[src/rtl/bid_txn_sched.sv]
// Four-master bidding scheduler: credit-funded bids arbitrate for one shared slave path,
// the grant is held for a whole transaction, and balances are charged at release and refilled periodically.
module bid_txn_sched #(
    parameter int BID_W       = 4,
    parameter int BAL_W       = 16,
    parameter int INIT_BAL    = 900,
    parameter int MAX_TXN_CYC = 16,
    parameter int AGE_W       = 8
) (
    input  logic                 clk,
    input  logic                 rst,
    input  logic [3:0]           req_valid,
    input  logic [4*BID_W-1:0]   req_bid,
    input  logic                 txn_done,
    input  logic [BAL_W-1:0]     refill_amt,
    input  logic [15:0]          refill_period,
    input  logic [BAL_W-1:0]     max_balance,
    output logic [3:0]           grant,
    output logic [1:0]           grant_idx,
    output logic                 busy,
    output logic                 timeout,
    output logic [4*BAL_W-1:0]   balance
);

    localparam int TMR_W = $clog2(MAX_TXN_CYC) + 1;
    localparam logic [TMR_W-1:0] TMR_LAST = TMR_W'(MAX_TXN_CYC - 1);

    typedef enum logic {IDLE, GRANT} state_t;

    state_t           state;
    logic [BAL_W-1:0] bal_q [4];
    logic [AGE_W-1:0] age_q [4];
    logic [TMR_W-1:0] timer;
    logic [15:0]      refill_cnt;
    logic [BAL_W-1:0] win_eff;
    logic [3:0]       arb_req;

    logic [BAL_W-1:0] eff      [4];
    logic [BAL_W:0]   charged  [4];
    logic [BAL_W:0]   refilled [4];
    logic [BAL_W-1:0] bal_next [4];
    logic [1:0]       sel_idx;
    logic [BAL_W-1:0] sel_eff;
    logic [AGE_W-1:0] sel_age;
    logic             sel_found;
    logic             release_now;
    logic             refill_evt;

    // NOTE: every always_comb output gets a default first so no path can infer a latch.
    always_comb begin
        sel_idx   = '0;
        sel_eff   = '0;
        sel_age   = '0;
        sel_found = 1'b0;
        for (int i = 0; i < 4; i++) begin
            eff[i] = (BAL_W'(req_bid[i*BID_W +: BID_W]) < bal_q[i])
                   ? BAL_W'(req_bid[i*BID_W +: BID_W]) : bal_q[i];
            // Strict comparisons while scanning upward keep the lowest index on a full tie.
            if (req_valid[i] && (!sel_found || eff[i] > sel_eff ||
                                 (eff[i] == sel_eff && age_q[i] > sel_age))) begin
                sel_found = 1'b1;
                sel_idx   = 2'(i);
                sel_eff   = eff[i];
                sel_age   = age_q[i];
            end
        end
    end

    assign release_now = (state == GRANT) &&
                         (txn_done || !req_valid[grant_idx] || timer == TMR_LAST);
    assign refill_evt  = (refill_period != 16'd0) && (refill_cnt == refill_period - 16'd1);

    // Charge first (floored at zero), then refill with ceiling; one extra bit keeps the sum from wrapping.
    always_comb begin
        balance = '0;
        for (int i = 0; i < 4; i++) begin
            charged[i] = {1'b0, bal_q[i]};
            if (release_now && grant_idx == 2'(i))
                charged[i] = (bal_q[i] >= win_eff) ? {1'b0, bal_q[i] - win_eff} : '0;
            refilled[i] = charged[i] + {1'b0, refill_amt};
            if (refill_evt)
                bal_next[i] = (refilled[i] > {1'b0, max_balance}) ? max_balance
                                                                 : refilled[i][BAL_W-1:0];
            else
                bal_next[i] = charged[i][BAL_W-1:0];
            balance[i*BAL_W +: BAL_W] = bal_q[i];
        end
    end

    // NOTE: sequential state uses non-blocking assignments only.
    always_ff @(posedge clk or negedge rst) begin
        if (!rst) begin
            state      <= IDLE;
            grant      <= '0;
            grant_idx  <= '0;
            busy       <= 1'b0;
            timeout    <= 1'b0;
            timer      <= '0;
            refill_cnt <= '0;
            win_eff    <= '0;
            arb_req    <= '0;
            // NOTE: the balance/age arrays are a handful of flops, not RAM, so they take a real reset.
            for (int i = 0; i < 4; i++) begin
                bal_q[i] <= BAL_W'(INIT_BAL);
                age_q[i] <= '0;
            end
        end else begin
            if (refill_period == 16'd0 || refill_evt)
                refill_cnt <= '0;
            else
                refill_cnt <= refill_cnt + 16'd1;

            for (int i = 0; i < 4; i++)
                bal_q[i] <= bal_next[i];

            case (state)
                IDLE: begin
                    timeout <= 1'b0;
                    if (|req_valid) begin
                        state     <= GRANT;
                        grant     <= 4'b0001 << sel_idx;
                        grant_idx <= sel_idx;
                        busy      <= 1'b1;
                        win_eff   <= sel_eff;
                        arb_req   <= req_valid;
                        timer     <= '0;
                        timeout   <= (MAX_TXN_CYC == 1);
                    end
                end
                GRANT: begin
                    if (release_now) begin
                        state   <= IDLE;
                        grant   <= '0;
                        busy    <= 1'b0;
                        timeout <= 1'b0;
                        timer   <= '0;
                        for (int i = 0; i < 4; i++) begin
                            if (grant_idx == 2'(i))
                                age_q[i] <= '0;
                            else if (arb_req[i] && age_q[i] != '1)
                                age_q[i] <= age_q[i] + 1'b1;
                        end
                    end else begin
                        timer   <= timer + 1'b1;
                        // Pulse lands in the last permitted grant cycle, the one that forces release.
                        timeout <= (timer + 1'b1 == TMR_LAST);
                    end
                end
                default: state <= IDLE;
            endcase
        end
    end

endmodule

[config.mk]
export PLATFORM = sky130hd
export DESIGN_NAME = bid_txn_sched
export DESIGN_NICKNAME = d
export VERILOG_FILES = /design/src/rtl/bid_txn_sched.sv
export SDC_FILE = /design/constraint.sdc
export NUM_CORES = 1
export LEC_CHECK = 0
export CORE_UTILIZATION = 37
export CTS_BUF_LIST = sky130_fd_sc_hd__clkbuf_4 sky130_fd_sc_hd__clkbuf_8 sky130_fd_sc_hd__clkbuf_16
export DETAILED_ROUTE_END_ITERATION = 10
export DONT_BUFFER_PORTS = 1
export PLACE_DENSITY_LB_ADDON = 0.05
export RECOVER_POWER = 50
export SETUP_SLACK_MARGIN = 0.02
export SYNTH_ARGS = -nofsm -noshare
export SYNTH_HDL_FRONTEND = slang
export SYNTH_SLANG_ARGS = --single-unit
[constraint.sdc]
create_clock -name clk -period 9.5 [get_ports clk]
set_input_delay 1.9 -clock clk [delete_from_list [all_inputs] [get_ports clk]]
set_output_delay 1.9 -clock clk [all_outputs]
set_load 0.05 [all_outputs]
==> flow_summary.json, run 1 <==
{
  "vdd.ir_drop.worst_mv": 0.225,
  "grt_pass1_wl_mm": 99.9,
  "hp-class": "flop to flop",
  "pin_count": 143,
  "status": "complete, no violations",
  "reg2reg_from": "balance[1]$_DFF_PN0_",
  "slowest_delay_ns": 0.55,
  "die_area_um2": 49000,
  "grt_overflow_total": 0,
  "slew_headroom_pct": 9.15,
  "drt_pass1_iterations": 5,
  "cp-end-kind": "flop",
  "ctsRootBufferMaster": "clkbuf_16",
  "reg2reg_to": "win_eff[3]$_DFFE_PN0P_",
  "fin_hold_ws_ns": 0.490,
  "final_cell_area_um2": 19400,
  "drt-wirelength-per-cell_um": 23.3,
  "fin_nets": 2592,
  "crit_arrival_ns": 9.01,
  "placed_area_um2": 18800,
  "fillerInstances": 4795,
  "synth_edf_count": 0,
  "synth_largest_area_cell": "ha_1",
  "min-delay-start": "timer[4]$_DFFE_PN0P_",
  "route.detailed.drc": 0,
  "fmax_mhz": 115,
  "cap_viol_max_count": 0,
  "cts_tree": "built",
  "synth_top_area_share_pct": 20.0,
  "crit_path_max_fanout": 18,
  "numCtsBuffers": 17,
  "antenna_cells": 0,
  "setup_tns_ns": 0,
  "clk-insertion-delay-late_ns": 0.50,
  "syn-cell-area_um2": 17800,
  "grt_pass1_vias": 15700,
  "die_h_um": 221,
  "worst_path_max_delay_cell": "a21boi_0",
  "synth_area_per_cell_um2": 8.21,
  "leakage_nw": 9.04,
  "coreArea_um2": 47000,
  "vias": 16700,
  "grt_max_degree": 147,
  "rrSetupSlack_ns": 1.19,
  "dp.cells": 2816,
  "cp_top_family": "compound AO/OA/AOI/OAI gates",
  "post-route-period-util_pct": 91.3,
  "slew_viol_final": 0,
  "yosysUniqueCellTypes": 81,
  "final-hold-violation-count": 0,
  "clock_path_buffers": 2,
  "rr_worst_depth": 31,
  "wl_mm": 66.4,
  "synth_top_cells_by_area": "ha_1 (20%), dfrtp_1 (18%), a21oi_1 (5.3%)",
  "path_clk_slew_ns": 0.06,
  "dieWidth_um": 221,
  "fin_cells": 2848,
  "rsz0062_at_grt": "no",
  "synth_most_common_cell": "ha_1",
  "routabilityCongestion": 0.919,
  "cts_hold_buf": 0,
  "portBuffers": 0,
  "antenna_left": 0,
  "min_period_ns": 8.67,
  "global_route.usage.total_pct": 27.1,
  "worst_pin_slew_ns": 1.36,
  "startpoint_type": "primary input",
  "drt_iter0_drc": 1261,
  "path_buf_inv": 0,
  "hold_depth": 2,
  "drt-vias-per-instance": 5.85,
  "yosysSeqAreaShare_pct": 20.6,
  "whs_endpoint": "timer[4]$_DFFE_PN0P_",
  "final-setup-viol-count": 0,
  "crit_start": "req_bid[1]",
  "cts_num_sinks": 146,
  "areaGrowthSynthToFinish_pct": 8.82,
  "synthCells": 2167,
  "required_ns": 9.84,
  "cellPowerDensity_nw_per_um2": 403,
  "synthFlopType": "dfrtp_1",
  "h-tree-depth": 4,
  "antenna_found_initial": 1,
  "worst-setup-path-type": "primary input to flop",
  "ys_ff_latch": 146,
  "start_util_pct": 37.9,
  "place_hpwl_mm": 53.9,
  "row_count": 79,
  "skew_ns": 0.0124,
  "synthTopCellsByCount": "ha_1 (285), nor2_1 (198), a21oi_1 (188), nand2_1 (159), o21ai_0 (143)",
  "yosysWarnings": 0,
  "drive_above_1_share_pct": 5.67,
  "async_flop_share_pct": 100
}
routing by layer:
metal | vias up | global-route usage, % | wire length (µm)
met5 | - | 0 | 13
met4 | 2 | 7.90 | 1490
met3 | 81 | 4.97 | 3130
met2 | 406 | 46.4 | 32200
met1 | 8050 | 34.5 | 29600
li1 | 8131 | - | -
worst reg2reg max path: cells and delay by family, from the launching register on:
| kind | cells | cell delay, ns |
|---|---|---|
| compound gates | 14 | 3.24 |
| fa+ha+maj | 4 | 1.14 |
| buf+inv | 1 | 0.19 |
| flops | 1 | 0.82 |
| mux | 1 | 0.38 |
| simple gates | 11 | 2.41 |
where the power goes:
group | switching [mW] | internal, mW
Clock | 0.316 | 0.406
Combinational | 3.27 | 2.32
Sequential | 0.687 | 0.807
Total | 4.27 | 3.54
worst max-delay path by stage:
stage          depth (start not counted)                      to
2_1_floorplan                         35  win_eff[1]$_DFFE_PN0P_
3_3_place_gp                          29  win_eff[3]$_DFFE_PN0P_
3_5_place_dp                          30  win_eff[3]$_DFFE_PN0P_
4_1_cts                               30  win_eff[3]$_DFFE_PN0P_
5_1_grt                               29  win_eff[2]$_DFFE_PN0P_
6_report                              30  win_eff[3]$_DFFE_PN0P_
final cells by class:
type | count | area, µm² | area share [%]
Timing Repair Buffer | 21 | 143 | 0.737
Sequential cell | 146 | 3670 | 19.0
Tap cell | 607 | 759 | 3.92
Inverter | 114 | 428 | 2.21
Clock inverter | 11 | 128 | 0.659
Clock buffer | 21 | 468 | 2.42
Multi-Input combinational cell | 1928 | 13800 | 71.1
flip-flops by register name, summed over array words and instances (netlist names):
signal,flops
arb_req,4
balance,64
timer,5
timeout,1
age_q,32
busy,1
win_eff,16
grant_idx,2
state,1
grant,4
refill_cnt,16
placed cells by master (no fill, tap or decap), types with 18 or more instances in the layout:
cell type,n
ha_1,285
a21oi_1,187
a211oi_1,25
nor2_1,197
mux2_2,31
dfrtp_1,130
o21ai_0,144
nand2b_1,31
nand4_1,44
inv_1,114
xnor2_1,68
o31ai_1,22
nor4_1,19
nor2b_1,23
and3_1,30
or3_1,18
a21o_1,69
xor2_1,67
nand2_1,159
a31oi_1,18
nand3_1,59
o21a_1,20
conb_1,72
nor3_1,38
mux2i_1,59
through the flow:
stage	setup WS, ns	power [mW]	util (%)
after floorplan	1.10	5.52	-
after global placement	0.263	6.99	40.0
after detailed placement	0.102	7.02	40.0
after CTS	0.620	7.79	41.3
after global routing	0.223	8.44	41.2
final	0.825	7.81	41.2
kinds of logic (layout without fill, tap and decap cells):
kind of cell,Yosys count,after routing,synth area share (%)
fa+ha+maj,293,293,20.9
compound gates,650,650,23.4
buf+inv,163,167,3.55
flops,146,146,20.6
simple gates,673,673,18.5
mux,105,105,6.29
xor+xnor,135,135,6.65
other cells,2,72,0.0422
what timing repair did:
item,CTS,global route
setup endpoints to repair,0,7
resized for setup,0,1
buffers inserted,0,0
Note: power is estimated with default switching activity, not from simulation.
==> run 2, diff against run 1 <==
- clock period: 9.5 -> 7.4 ns (I/O delays scaled with it)
==> run 2 against run 1 <==
Clock-buffer cell count decreased by 3. Die area unchanged. Largest power group unchanged. Non-clock buffer count increased by 142. Highest routed layer unchanged.
==> flow_summary.json, run 2 (synthesis gave the netlist of run 1 again) <==
{
  "status": "complete, no violations",
  "vdd.ir_drop.worst_mv": 0.249,
  "slew_viol_final": 0,
  "worst-setup-path-type": "primary input to flop",
  "combPwrFrac_pct": 76.9,
  "final-setup-viol-count": 0,
  "drt_pass1_iterations": 5,
  "path_clk_slew_ns": 0.07,
  "min_period_ns": 7.22,
  "slew_headroom_pct": 38.2,
  "grt_pass1_vias": 16400,
  "seqPwrFrac_pct": 14.2,
  "fmax_mhz": 138,
  "rsz0062_at_grt": "yes",
  "reg2reg_from": "balance[3]$_DFF_PN0_",
  "ctsRootBufferMaster": "clkbuf_16",
  "fin_nets": 2734,
  "route.detailed.drc": 0,
  "grt_overflow_total": 0,
  "leakage_nw": 9.83,
  "numCtsBuffers": 17,
  "die_area_um2": 49000,
  "portBuffers": 0,
  "cap_viol_max_count": 0,
  "startpoint_type": "primary input",
  "antenna_cells": 0,
  "critPathMostFrequentCell": "a21o_1",
  "slowest_delay_ns": 0.30,
  "crit_arrival_ns": 7.60,
  "clk-insertion-delay-late_ns": 0.46,
  "areaGrowthSynthToFinish_pct": 17.3,
  "vias": 17300,
  "p_sw_mw": 5.48,
  "global_route.usage.total_pct": 27.6,
  "dieWidth_um": 221,
  "sw_frac_of_total_pct": 52.6,
  "routabilityCongestion": 0.938,
  "h-tree-depth": 4,
  "coreArea_um2": 47000,
  "intPower_mw": 4.94,
  "die_h_um": 221,
  "cts_num_sinks": 146,
  "drt-wirelength-per-cell_um": 22.8,
  "antenna_found_initial": 1,
  "reg2reg_to": "win_eff[1]$_DFFE_PN0P_",
  "antenna_left": 0,
  "row_count": 79,
  "dp.cells": 2944,
  "clock_path_buffers": 2,
  "drt_iter0_drc": 1321,
  "place_hpwl_mm": 54.9,
  "rrSetupSlack_ns": 0.41,
  "start_util_pct": 37.9,
  "grt_max_degree": 147,
  "required_ns": 7.78,
  "hp-class": "flop to flop",
  "cts_tree": "built",
  "skew_ns": 0.0129,
  "final-hold-violation-count": 0,
  "cts_hold_buf": 0,
  "timing.final.ws_setup_ns": 0.176,
  "final_cell_mix": "ha_1 (278), nor2_1 (195), a21oi_1 (182)",
  "hold_depth": 2,
  "drt-vias-per-instance": 5.79,
  "post-route-period-util_pct": 97.6,
  "fillerInstances": 4672,
  "min-delay-start": "timer[4]$_DFFE_PN0P_",
  "worst_path_max_delay_cell": "nor4_4",
  "worst_pin_slew_ns": 0.927,
  "cellPowerDensity_nw_per_um2": 499,
  "final_common_cell": "ha_1",
  "setup_tns_ns": 0,
  "grt_pass1_wl_mm": 101,
  "drive_above_1_share_pct": 13.1,
  "cp-end-kind": "flop",
  "wl_mm": 68.3,
  "whs_endpoint": "timer[4]$_DFFE_PN0P_",
  "largest_register_ffs": 64,
  "rr_worst_depth": 32,
  "pwr-share-clk_pct": 9.0,
  "pre_cts_ws_ns": -0.697,
  "fin_hold_ws_ns": 0.492,
  "crit_path_max_fanout": 10,
  "pin_count": 143,
  "fin_cells": 2990
}
## run 2: cell count changes in the layout (fill, tap and decap cells not counted), sizes merged
cell	before	now
clkinvlp	3	4
clkbuf	25	27
inv	116	121
clkinv	4	1
buf	17	154
## run 2: cell type report
type	instances	area, µm²	share of cell area, %
Tap cell	607	759	3.64
Multi-Input combinational cell	1928	14200	67.9
Sequential cell	146	3670	17.6
Clock inverter	14	166	0.798
Inverter	114	432	2.07
Timing Repair Buffer	163	1230	5.89
Clock buffer	18	439	2.10
## run 2: power by group through the flow
| stage | sequential [mW] | clock [mW] | combinational [mW] |
|---|---|---|---|
| after floorplan | 1.75 | 0 | 5.35 |
| after global placement | 1.49 | 0 | 7.76 |
| after detailed placement | 1.49 | 0 | 7.81 |
| after CTS | 1.48 | 0.954 | 7.89 |
| after global routing | 1.51 | 0.984 | 8.82 |
| final | 1.47 | 0.934 | 8.00 |
## run 2: what timing repair did
action                     in CTS  in global routing
setup endpoints to repair      10                 35
buffers inserted                4                 11
pin swaps                      12                 26
resized for setup              18                 50
## run 2: critical path, delay by kind of cell
| kind | cells | cell delay, ns |
|---|---|---|
| AND/OR/NAND/NOR | 8 | 1.59 |
| AO/OA/AOI/OAI | 18 | 3.09 |
| buffers and inverters | 3 | 0.45 |
| adder cells (fa/ha/maj) | 4 | 0.98 |
## run 2: routing by layer
metal	share of wire, %	up-vias	global-route usage [%]
li1	-	8419	-
met1	43	8287	34.8
met2	47	495	46.3
met3	5.7	113	5.19
met4	4.1	2	10.8
met5	0.016	-	0
## run 2: per-stage QoR
stage | cell area [µm²] | power (mW) | utilization (%)
floorplan | 18200 | 7.10 | -
global placement | 19800 | 9.25 | 42.2
detailed placement | 19800 | 9.30 | 42.2
CTS | 20500 | 10.3 | 43.8
global route | 20900 | 11.3 | 44.4
finish | 20900 | 10.4 | 44.4
## run 2: worst max path at each step
stage,depth (start not counted),start,to,slack (ns)
after global routing,31,req_bid[5],win_eff[3]$_DFFE_PN0P_,-0.15
after global placement,32,req_bid[5],win_eff[3]$_DFFE_PN0P_,-0.51
final,33,req_bid[1],win_eff[1]$_DFFE_PN0P_,0.18
after CTS,32,req_bid[5],win_eff[1]$_DFFE_PN0P_,0.03
after floorplan,32,req_bid[5],win_eff[1]$_DFFE_PN0P_,0.04
after detailed placement,32,req_bid[5],win_eff[3]$_DFFE_PN0P_,-0.70
